`src/rtl/iot_event_scheduler.sv`:
```
// Edge-detecting event scheduler: serialises per-device connect/disconnect events
// into change/on_off/dev_id strobes with round-robin fairness. Optional IOT_SHADOW_COUNT_EN adds shadow_count.
module iot_event_scheduler #(
    parameter int unsigned N_DEV = 8,
    parameter int unsigned ID_W  = $clog2(N_DEV)
) (
    input  logic             clk,
    input  logic             rst_n,
    input  logic [N_DEV-1:0] dev_active,
    input  logic             hold,
    output logic             change,
    output logic             on_off,
    output logic [ID_W-1:0]  dev_id,
    output logic             pending
`ifdef IOT_SHADOW_COUNT_EN
    ,
    output logic [7:0]       shadow_count
`endif
);

    localparam int unsigned IDX_W = ID_W + 1;

    logic [N_DEV-1:0] prev;
    logic [N_DEV-1:0] pend_on;
    logic [N_DEV-1:0] pend_off;
    logic [N_DEV-1:0] pend_on_nxt;
    logic [N_DEV-1:0] pend_off_nxt;
    logic [N_DEV-1:0] req;
    logic [ID_W-1:0]  rr_ptr;
    logic [ID_W-1:0]  rr_ptr_nxt;
    logic [ID_W-1:0]  gnt_idx;
    logic             gnt_vld;
    logic             change_nxt;
    logic             on_off_nxt;
    logic [ID_W-1:0]  dev_id_nxt;
    logic [IDX_W-1:0] idx;

    assign req = pend_on | pend_off;

    // Round-robin search starting just above the last granted index
    always_comb begin
        gnt_vld = 1'b0;
        gnt_idx = '0;
        idx     = '0;
        for (int k = 1; k <= int'(N_DEV); k++) begin
            idx = IDX_W'({1'b0, rr_ptr}) + IDX_W'(k);
            if (idx >= IDX_W'(N_DEV)) begin
                idx = idx - IDX_W'(N_DEV);
            end
            if (!gnt_vld && req[idx]) begin
                gnt_vld = 1'b1;
                gnt_idx = ID_W'(idx);
            end
        end
        if (hold) begin
            gnt_vld = 1'b0;
        end
    end

    // Grant clears the winner first; new edges then set or cancel pending state
    always_comb begin
        pend_on_nxt  = pend_on;
        pend_off_nxt = pend_off;
        rr_ptr_nxt   = rr_ptr;
        change_nxt   = 1'b0;
        on_off_nxt   = 1'b0;
        dev_id_nxt   = '0;
        if (gnt_vld) begin
            change_nxt            = 1'b1;
            on_off_nxt            = pend_on[gnt_idx];
            dev_id_nxt            = gnt_idx;
            rr_ptr_nxt            = gnt_idx;
            pend_on_nxt[gnt_idx]  = 1'b0;
            pend_off_nxt[gnt_idx] = 1'b0;
        end
        for (int i = 0; i < int'(N_DEV); i++) begin
            if (dev_active[i] && !prev[i]) begin
                if (pend_off_nxt[i]) begin
                    pend_off_nxt[i] = 1'b0;
                end else begin
                    pend_on_nxt[i] = 1'b1;
                end
            end else if (!dev_active[i] && prev[i]) begin
                if (pend_on_nxt[i]) begin
                    pend_on_nxt[i] = 1'b0;
                end else begin
                    pend_off_nxt[i] = 1'b1;
                end
            end
        end
    end

    always_ff @(posedge clk or negedge rst_n) begin
        if (!rst_n) begin
            prev     <= '0;
            pend_on  <= '0;
            pend_off <= '0;
            rr_ptr   <= ID_W'(N_DEV - 1);
            change   <= 1'b0;
            on_off   <= 1'b0;
            dev_id   <= '0;
            pending  <= 1'b0;
        end else begin
            prev     <= dev_active;
            pend_on  <= pend_on_nxt;
            pend_off <= pend_off_nxt;
            rr_ptr   <= rr_ptr_nxt;
            change   <= change_nxt;
            on_off   <= on_off_nxt;
            dev_id   <= dev_id_nxt;
            pending  <= |(pend_on_nxt | pend_off_nxt);
        end
    end

`ifdef IOT_SHADOW_COUNT_EN
    // Mirrors the downstream monitor count, one cycle ahead of it
    always_ff @(posedge clk or negedge rst_n) begin
        if (!rst_n) begin
            shadow_count <= 8'd0;
        end else if (gnt_vld) begin
            shadow_count <= pend_on[gnt_idx] ? shadow_count + 8'd1 : shadow_count - 8'd1;
        end
    end
`endif

endmodule

```
`config.mk`:
```
export PLATFORM = sky130hd
export DESIGN_NAME = iot_event_scheduler
export DESIGN_NICKNAME = d
export VERILOG_FILES = /design/src/rtl/iot_event_scheduler.sv
export SDC_FILE = /design/constraint.sdc
export NUM_CORES = 1
export LEC_CHECK = 0
export CELL_PAD_IN_SITES_DETAIL_PLACEMENT = 1
export CELL_PAD_IN_SITES_GLOBAL_PLACEMENT = 1
export CORE_MARGIN = 5
export CORE_UTILIZATION = 40
export DETAILED_ROUTE_END_ITERATION = 7
export PLACE_DENSITY_LB_ADDON = 0.1
export SLEW_MARGIN = 20
export SYNTH_ARGS = -nofsm -noshare
export SYNTH_HDL_FRONTEND = slang
export SYNTH_SLANG_ARGS = --single-unit
export TNS_END_PERCENT = 5
```
`constraint.sdc`:
```
create_clock -name clk -period 6.25 [get_ports clk]
set_input_delay 0.9375 -clock clk [delete_from_list [all_inputs] [get_ports clk]]
set_output_delay 0.9375 -clock clk [all_outputs]
set_load 0.02 [all_outputs]
```
# Word level (Yosys, flattened, before mapping)
# Cells that the tools add are included.
[word_totals]
reg_bits = 33
inputBits = 11
[op_classes]
n_addsub = 16
magnitude_cmp = 18
muxes = 98
n_bitwise = 5
reduce_logical = 48
[ops]
columns = ["operator", "count"]
rows = [
  ["$mux 1", 69],
  ["$ge 4x4->1 const B", 8],
  ["$lt 4x4->1 const B", 8],
  ["$mux 4", 8],
  ["$sub 4x4->4 const B", 8],
  ["$bmux 1 s3", 9],
  ["$mux 3", 9],
  ["$logic_and 1x1->1", 24],
  ["$logic_not 1->1", 23],
  ["$add 3x3->4 const B", 4],
  ["$and 8x8->8", 2],
  ["$mux 8", 2],
  ["$or 8x8->8", 2],
  ["$add 3x2->4 const B", 2],
  ["$not 8->8", 1],
  ["$reduce_or 8->1", 1],
  ["$add 3x1->4 const B", 1],
  ["$add 3x4->4 const B", 1],
  ["$lt 3x4->1 const B", 1],
  ["$demux 1 s3", 1],
  ["$ge 3x1->1 const B", 1],
]

# Depth between registers and ports, before layout
# Gate-level depths: netlist of run 1.
[depth]
word_depth = 39
mapped_depth = 18

# Least setup slack after synthesis of run 1
# Ideal clock, no wire load.
[synth_path]
kind = "register -> register"
start = "register rr_ptr[1]"
end = "register pending"
t_arrival_ns = 3.785
required_time_ns = 6.111
setup_slack_ns = 2.326
stages_incl_launch_ff = 15
path_buffers = 2
synth_period_minus_slack_ns = 3.924
cell_sequence = "dfstp_2 -> clkbuf_8 -> inv_1 -> ha_1 -> mux4_2 -> or4_4 -> nor2_4 -> a21oi_2 -> o32a_1 -> buf_6 -> nand2_2 -> nor3_2 -> or4_1 -> nor3_1 -> o2111ai_1"
[synth_via]
elab_chain_cells = 39
word_cells_on_any_way = 139
[synth_lines]
columns = ["element", "line_no", "rtl"]
rows = [
  ["start: declaration", "29", "logic [ID_W-1:0] rr_ptr;"],
  ["start signal: assignment", "98", "rr_ptr <= ID_W'(N_DEV - 1);"],
  ["start signal: assignment", "107", "rr_ptr <= rr_ptr_nxt;"],
  ["$add 3x1->4", "46", "idx = IDX_W'({1'b0, rr_ptr}) + IDX_W'(k);"],
  ["$sub 4x4->4 or $ge 4x4->1 (tied branches)", "48, 47", ""],
  ["$mux 4", "47", "if (idx >= IDX_W'(N_DEV)) begin"],
  ["$bmux 1 s3", "50", "if (!gnt_vld && req[idx]) begin"],
  ["$mux 1 (implied by the code)", "50", ""],
  ["$mux 1", "50", ""],
  ["$logic_not 1->1", "50", ""],
  ["$logic_and 1x1->1", "50", ""],
  ["(+23 left out)", "n/a", ""],
  ["$not 8->8 (no line)", "n/a", ""],
  ["$and 8x8->8 (no line)", "n/a", ""],
  ["$mux 8", "68", "if (gnt_vld) begin"],
  ["$mux 1", "84", "if (pend_on_nxt[i]) begin"],
  ["$mux 1", "83", "end else if (!dev_active[i] && prev[i]) begin"],
  ["$mux 1", "77", "if (dev_active[i] && !prev[i]) begin"],
  ["$or 8x8->8 *", "111", "pending <= |(pend_on_nxt | pend_off_nxt);"],
  ["$reduce_or 8->1 *", "111", ""],
  ["end signal: assignment", "111", ""],
  ["end: declaration", "14", "output logic pending"],
]
# Every way passes the cells marked *; elsewhere a longest branch is shown, timed or not. The select of a mux whose other input is x is not followed.
# A chain may end at the register's enable or synchronous reset.

# Worst setup path in the final report of run 1
[layout_path]
start = "register rr_ptr[0]"
end = "register pending"
# Same word-level chain as after synthesis.

==> results.cfg, run 1 <==
[run_status]
status = finished clean

[grt]
grt_pass1_vias = 2723
grt_overflow = 0
antenna_found_initial = 0
grt_pass1_wl_mm = 14.38
grt_max_degree = 34
grt.total_usage_pct = 20.87

[worst_setup_path]
crit_arrival_ns = 5.30
cp-start-kind = flip-flop
cp_max_fo = 28
crit_path_start = rr_ptr[0]
end_kind = flip-flop
worst_ep_required_time_ns = 6.40
reg2reg_from = rr_ptr[0]
critPathKind = flip-flop to flip-flop

[floorplanning]
die_area_um2 = 8977
initial_utilization_pct = 41.59
dieWidth_um = 94.75
std_cell_rows = 30
coreArea_um2 = 6907
die_h_um = 94.75
io_pins = 17

[timing]
fin_crit_ns = 5.150
rsz0062_at_grt = no
fmax_mhz = 194.2
skew_ns = 0.007365
fin_crit_sh_pct = 82.40
worst_slew_pin_slew_ns = 0.7562
fin_setup_tns_ns = 0
relSlewSlack_pct = 49.40
slew_viol_final = 0
hold_viol_final = 0
setup_violations = 0

[clock_network]
cts_made_buffers = 5
tritoncts_num_sinks = 33
clock_latency_ns = 0.29
cts_tree = yes
cts_root_buf = clkbuf_8
clkTransAtPathRegs_ns = 0.07
ctsResizeCount = 0
cts_setup_buffers = 0
cts_hold_buf = 0
clk_path_buf_depth = 2
htreeDepth = 2

[cells_and_area]
drive_gt1_share_pct = 14.20
area_delta_synth_final_pct = 8.275
diodes = 0
fin_nets = 343

[yosys]
synth_nets = 332
yosys_warnings = 0
synthCells = 319
synth_edf_count = 0
ys_ff_latch = 33
ys_seq_area_share_pct = 28.88
postSynthAreaPerCell_um2 = 9.006
yosysUniqueCellTypes = 68
async_flop_share_pct = 100.0
synth_ff_type = dfrtp_1
netlist_area_um2 = 2873

[placement]
gp_congestion = 0.9232
place_hpwl_mm = 6.902
numPortBuffers = 16

[route]
drc_errors = 0
vias = 2696
wirelength_mm = 8.945
dr.pass1.iters = 5
viasPerCell = 6.314
postRouteAntennaNets = 0
wl_per_cell_um = 20.95
drt_iter0_markers = 110

[run]
drv_cap = 0

[worst_hold_path]
hold_path.class = flip-flop to flip-flop
hold_start = prev[7]
[cells in the mapped netlist, types with 4 or more instances]
cell type | n | share of area, %
a31oi_1 | 4 | 0.87
mux4_2 | 4 | 3.1
nor2b_1 | 11 | 2.4
mux4_1 | 6 | 5.5
clkbuf_8 | 4 | 1.9
nor3_1 | 19 | 3.3
inv_1 | 7 | 0.91
mux2_2 | 5 | 2.0
nand2_1 | 29 | 3.8
nor2_1 | 35 | 4.6
o21ai_0 | 15 | 2.6
dfrtp_1 | 30 | 26
buf_6 | 6 | 2.4
and3_1 | 4 | 0.87
mux2i_1 | 8 | 2.8
o22ai_1 | 17 | 3.7
nand3_1 | 4 | 0.70
nand2b_1 | 12 | 2.6
a21o_1 | 7 | 1.8
a21oi_1 | 19 | 3.3
[path summary, 6_finish.rpt]
path	slack (ns)	depth (start not counted)	to
setup / recovery	1.10	12	pending
hold / removal	0.59	2	pend_off[7]
setup reg to reg	1.10	12	pending
hold reg to reg	0.59	2	pend_off[7]
max in group asynchronous	5.06	1	pend_off[2]
min in group asynchronous	0.71	1	prev[3]
[metrics by stage]
| step | hold slack [ns] | worst slack, ns | instance area (um^2) | cells | util, % |
|---|---|---|---|---|---|
| after detailed placement | 0.5761 | 1.232 | 3020 | 419 | 43.73 |
| after global routing | 0.6392 | 0.8360 | 3110 | 427 | 45.04 |
| final | 0.5855 | 1.100 | 3110 | 427 | 45.04 |
| after global placement | 0.5562 | 1.273 | 3020 | 419 | 43.73 |
| after floorplan | 0.5275 | 2.326 | 2873 | 319 | - |
| after CTS | 0.5915 | 1.204 | 3110 | 427 | 45.04 |
[flip-flops by register name, indices dropped and copies added, names as in the netlist]
signal / flops
pend_on: 8
change: 1
pend_off: 8
on_off: 1
rr_ptr: 3
pending: 1
prev: 8
dev_id: 3
[cell usage in the layout, fill, tap and decap left out, types with 3 or more instances in the layout]
| cell | instances |
|---|---|
| a21o_1 | 7 |
| dfrtp_1 | 30 |
| mux4_2 | 4 |
| a2111oi_0 | 3 |
| or3_1 | 3 |
| dfstp_2 | 3 |
| and3_1 | 4 |
| nand3_1 | 4 |
| nor2b_1 | 11 |
| nand2_1 | 29 |
| nor2_1 | 35 |
| mux2i_1 | 8 |
| o21bai_1 | 3 |
| o22ai_1 | 17 |
| mux2_2 | 5 |
| mux4_1 | 6 |
| clkbuf_8 | 6 |
| o21ai_0 | 15 |
| nand2b_1 | 12 |
| clkdlybuf4s50_1 | 15 |
| a21oi_1 | 19 |
| inv_1 | 7 |
| a31o_2 | 3 |
| nor3_1 | 19 |
| a31oi_1 | 4 |
[area by class of cell]
class	count	area (um^2)
Timing Repair Buffer	17	162.7
Fill cell	849	3796
Tap cell	96	120.1
Sequential cell	33	829.5
Inverter	8	30.03
Multi-Input combinational cell	265	1878
Clock buffer	8	90.09
[worst max-delay path, cell delays in order, from the launching register on]
cell       delay [ns]
dfstp_2          0.90
inv_2            0.17
ha_1             0.59
mux4_2           0.63
or4_4            0.58
nor4_1           0.20
a2bb2oi_1        0.52
nor2_1           0.34
a21oi_1          0.20
a21oi_1          0.05
or4_1            0.49
nor3_1           0.20
o2111ai_1        0.13
[metal layers]
metal  vias to the layer above  part of all wire [%]  global-route usage (%)
met1                      1339                    43                   27.17
met5                         -                     0                       0
met3                        27                   4.3                   2.709
li1                       1237                     -                       -
met2                        93                    49                   34.88
met4                         0                   3.8                   8.413
[kinds of logic after synthesis]
group           Yosys count  share of synthesized area [%]
fa+ha+maj                 2                         0.8709
simple gates            137                          24.61
compound gates           98                          23.52
flops                    33                          28.88
xor+xnor                  3                          1.437
mux                      25                          14.94
buf+inv                  21                          5.748
Power of run 1 is left out: the tool's default activity adds up to more than one toggle a clock period on the data nets, which glitch-free logic cannot reach.
==> run 2, diff against run 1 <==
==> constraint.sdc (replaced) <==
create_clock -name clk -period 4.9 [get_ports clk]
set_input_delay 0.735 -clock clk [delete_from_list [all_inputs] [get_ports clk]]
set_output_delay 0.735 -clock clk [all_outputs]
set_load 0.02 [all_outputs]
==> results.cfg, run 2 (same netlist as run 1, synthesis figures left out) <==
[worst_setup_path]
r2r-end = pending
r2r_slack_ns = 0.27
path_common_cell = inv_1
reg2reg_from = rr_ptr[1]
cp_max_fo = 12
r2r_cells = 12
end_kind = flip-flop
worst_ep_required_time_ns = 5.05
crit_chain = inv_1 -> ha_1 -> mux4_2 -> or4_4 -> nor2_4 -> a31o_1 -> inv_1 -> o21ai_1 -> nor3_2 -> or4_1 -> nor3_1 -> o2111ai_1
path_delay_family = simple AND/OR/NAND/NOR gates
cp-start-kind = flip-flop
cp_slowest_stage_delay_ns = 0.64
critPathKind = flip-flop to flip-flop
critPathBufInv = 2
slowest_stage = dfstp_2
crit_arrival_ns = 4.78

[clock_network]
clock_latency_ns = 0.29
cts_root_buf = clkbuf_8
clk_path_buf_depth = 2
htreeDepth = 2
cts_made_buffers = 5
tritoncts_num_sinks = 33
cts_tree = yes
clkTransAtPathRegs_ns = 0.08

[route]
drt_iter0_markers = 102
wl_per_cell_um = 21.53
wirelength_mm = 9.321
drc_errors = 0
vias = 2708
dr.pass1.iters = 4
postRouteAntennaNets = 0
viasPerCell = 6.254

[timing]
relSlewSlack_pct = 49.60
skew_ns = 0.01340
setup_slack_ns = 0.2705
fmax_mhz = 216.0
fin_setup_tns_ns = 0
fin_crit_ns = 4.629
rsz0062_at_grt = no
slew_viol_final = 0
setup_violations = 0
fin_crit_sh_pct = 94.48
worst_slew_pin_slew_ns = 0.7560
hold_viol_final = 0

[cells_and_area]
nFillCells = 845
drive_gt1_share_pct = 16.02
mostFrequentLayoutCells = nor2_1, dfrtp_1, nand2_1
fin_nets = 349
final_common_cell = nor2_1
diodes = 0
area_delta_synth_final_pct = 9.930
finalInstanceArea_um2 = 3158
utilization_pct = 45.72
reg_top3 = pend_off (8), pend_on (8), prev (8)

[grt]
antenna_found_initial = 0
grt_pass1_vias = 2877
grt_pass1_wl_mm = 15.32
grt_overflow = 0
grt.total_usage_pct = 22.24
grt_max_degree = 34

[placement]
numPortBuffers = 16
place_hpwl_mm = 7.398
pre_cts_ws_ns = 0.1113
gp_congestion = 0.9070
placed_area_um2 = 3065

[floorplanning]
die_area_um2 = 8977
coreArea_um2 = 6907
dieWidth_um = 94.75
io_pins = 17
std_cell_rows = 30
die_h_um = 94.75
initial_utilization_pct = 41.59

[worst_hold_path]
hold_path.class = input pin to asynchronous set/reset pin

[run]
drv_cap = 0

[run_status]
status = finished clean
==> run 2: what timing repair did <==
action	in CTS	in global routing
buffers inserted	0	0
hold buffers	0	0
resized for setup	0	1
endpoints found under the setup margin	0	1
==> run 2: area by class of cell <==
| type | count | area, um^2 | share of cell area [%] |
|---|---|---|---|
| sequential | 33 | 829.5 | 26.27 |
| timing repair buffer | 23 | 207.7 | 6.577 |
| multi-input combinational | 265 | 1881 | 59.55 |
| inverter | 8 | 30.03 | 0.9509 |
| clock buffer | 8 | 90.09 | 2.853 |
| tap | 96 | 120.1 | 3.803 |
==> run 2: worst max path at each step <==
stage	from	to	slack [ns]	cells past startpoint
finish	rr_ptr[1]	pending	0.27	12
global route	rr_ptr[1]	pending	0.03	13
CTS	rr_ptr[1]	pending	0.13	12
detailed placement	rr_ptr[1]	pending	0.11	12
global placement	rr_ptr[1]	pending	0.13	12
floorplan	rr_ptr[1]	pending	0.98	14
==> run 2: metrics by stage <==
stage / instances / hold slack (ns)
floorplan: 319 / 0.4394
global placement: 425 / 0.5601
detailed placement: 425 / 0.5675
CTS: 433 / 0.5377
global route: 433 / 0.5773
finish: 433 / 0.5102
==> run 2: per-layer routing <==
layer / track usage [%] / wire, um / vias to the layer above
met3: 2.311 / 269 / 22
met2: 38.40 / 4678 / 70
met5: 0 / 0 / -
met1: 28.54 / 4104 / 1368
li1: - / - / 1248
met4: 8.413 / 269 / 0
==> run 2: worst register-to-register path, cell delays in order (launching register included) <==
cell	delay, ns
dfstp_2	0.64
inv_1	0.15
ha_1	0.56
mux4_2	0.64
or4_4	0.58
nor2_4	0.15
a31o_1	0.33
inv_1	0.14
o21ai_1	0.33
nor3_2	0.11
or4_1	0.53
nor3_1	0.21
o2111ai_1	0.14
Power of run 2 is left out for the same reason.
==> run 3, diff against run 2 <==
--- a/config.mk
+++ b/config.mk
@@ -10,6 +10,7 @@
 export CORE_MARGIN = 5
 export CORE_UTILIZATION = 40
 export DETAILED_ROUTE_END_ITERATION = 7
+export DONT_BUFFER_PORTS = 1
 export PLACE_DENSITY_LB_ADDON = 0.1
 export SLEW_MARGIN = 20
 export SYNTH_ARGS = -nofsm -noshare
==> results.cfg, run 3 (same netlist as run 1, synthesis figures left out) <==
[timing]
fmax_mhz = 222.6
hold_viol_final = 0
worst_slew_pin_slew_ns = 0.8179
fin_crit_sh_pct = 91.66
fin_setup_tns_ns = 0
setup_violations = 0
whs_ns = 0.1329
rsz0062_at_grt = no
skew_ns = 0.006822
fin_crit_ns = 4.491
slew_viol_final = 0
relSlewSlack_pct = 44.07

[clock_network]
cts_root_buf = clkbuf_8
tritoncts_num_sinks = 33
ctsResizeCount = 0
cts_made_buffers = 5
cts_hold_buf = 0
cts_setup_buffers = 0
cts_tree = yes
htreeDepth = 2
clk_path_buf_depth = 2
clock_latency_ns = 0.29
clkTransAtPathRegs_ns = 0.07

[floorplanning]
std_cell_rows = 30
initial_utilization_pct = 41.59
die_h_um = 94.75
dieWidth_um = 94.75
coreArea_um2 = 6907
die_area_um2 = 8977
io_pins = 17

[route]
viasPerCell = 6.344
vias = 2671
drc_errors = 0
postRouteAntennaNets = 0
wirelength_mm = 9.469
drt_iter0_markers = 105
wl_per_cell_um = 22.49
dr.pass1.iters = 4

[cells_and_area]
area_delta_synth_final_pct = 6.402
drive_gt1_share_pct = 17.54
final_common_cell = nor2_1
utilization_pct = 44.26
nFillCells = 863
diodes = 0
fin_nets = 337
mostFrequentLayoutCells = nor2_1, dfrtp_1, nand2_1
reg_top3 = pend_off (8), pend_on (8), prev (8)

[worst_setup_path]
cp_slowest_stage_delay_ns = 0.74
slowest_stage = a2111oi_0
cp-start-kind = flip-flop
path_delay_family = simple AND/OR/NAND/NOR gates
r2r_cells = 15
worst_ep_required_time_ns = 5.05
cp.depth = 15
critPathKind = flip-flop to flip-flop
crit_chain = inv_1 -> ha_1 -> buf_4 -> nor3_1 -> a2111oi_0 -> a31o_2 -> nor2_1 -> a21oi_1 -> and3b_1 -> nor2_1 -> buf_4 -> a21oi_1 -> or4_1 -> nor3_1 -> o2111ai_1
end_kind = flip-flop
critPathBufInv = 3
crit_arrival_ns = 4.64
cp_max_fo = 8

[placement]
numPortBuffers = 0
place_hpwl_mm = 7.551
gp_congestion = 0.9522

[run]
drv_cap = 0

[grt]
grt_overflow = 0
grt_pass1_vias = 2792
grt.total_usage_pct = 22.51
antenna_found_initial = 0
grt_pass1_wl_mm = 15.32
grt_max_degree = 34

[run_status]
status = finished clean

[worst_hold_path]
hold_path.class = input pin to asynchronous set/reset pin
==> run 3: cell types whose count changed in the layout (fill, tap and decap cells not counted) <==
cell,previous run,this run
nor2b_1,10,11
buf_4,7,11
clkbuf_1,2,1
bufinv_16,0,1
clkdlybuf4s50_1,15,0
nor2b_2,1,0
buf_2,1,0
==> run 3: metal layers <==
metal	vias to the layer above	GRT usage (%)	share of wire (%)
met4	0	13.34	5.9
met2	59	37.52	48
met5	-	0	0
li1	1227	-	-
met3	38	3.108	2.9
met1	1347	27.55	44
==> run 3: final cells by class <==
class,count,area [um^2],area share [%]
Clock buffer,7,86.33,2.824
Clock inverter,1,30.03,0.9824
Inverter,8,30.03,0.9824
Multi-Input combinational cell,265,1878,61.44
Sequential cell,33,829.5,27.14
Tap cell,96,120.1,3.930
Timing Repair Buffer,11,82.58,2.702
==> run 3: per-stage QoR <==
step	cell area [um^2]	cells	worst slack, ns
6_report	3057	421	0.4085
3_3_place_gp	2940	413	0.4601
5_1_grt	3057	421	0.1456
4_1_cts	3057	421	0.4260
2_1_floorplan	2873	319	0.9763
3_5_place_dp	2940	413	0.4402
==> run 3: worst reg2reg max path, cell delays in order (launching register included) <==
cell and delay [ns]:
dfstp_2 0.53, inv_1 0.10, ha_1 0.47, buf_4 0.21, nor3_1 0.05, a2111oi_0 0.74
a31o_2 0.23, nor2_1 0.09, a21oi_1 0.13, and3b_1 0.25, nor2_1 0.42, buf_4 0.24
a21oi_1 0.07, or4_1 0.49, nor3_1 0.21, o2111ai_1 0.14
==> run 3: worst paths after layout <==
path,start,endpoint,slack (ns)
setup / recovery,rr_ptr[1],pending,0.41
hold / removal,rst_n,prev[2],0.13
setup reg to reg,rr_ptr[1],pending,0.41
hold reg to reg,rr_ptr[0],rr_ptr[0],0.57
max in group asynchronous,rst_n,rr_ptr[1],4.58
min in group clk,dev_active[7],prev[7],0.47
Power of run 3 is left out for the same reason.
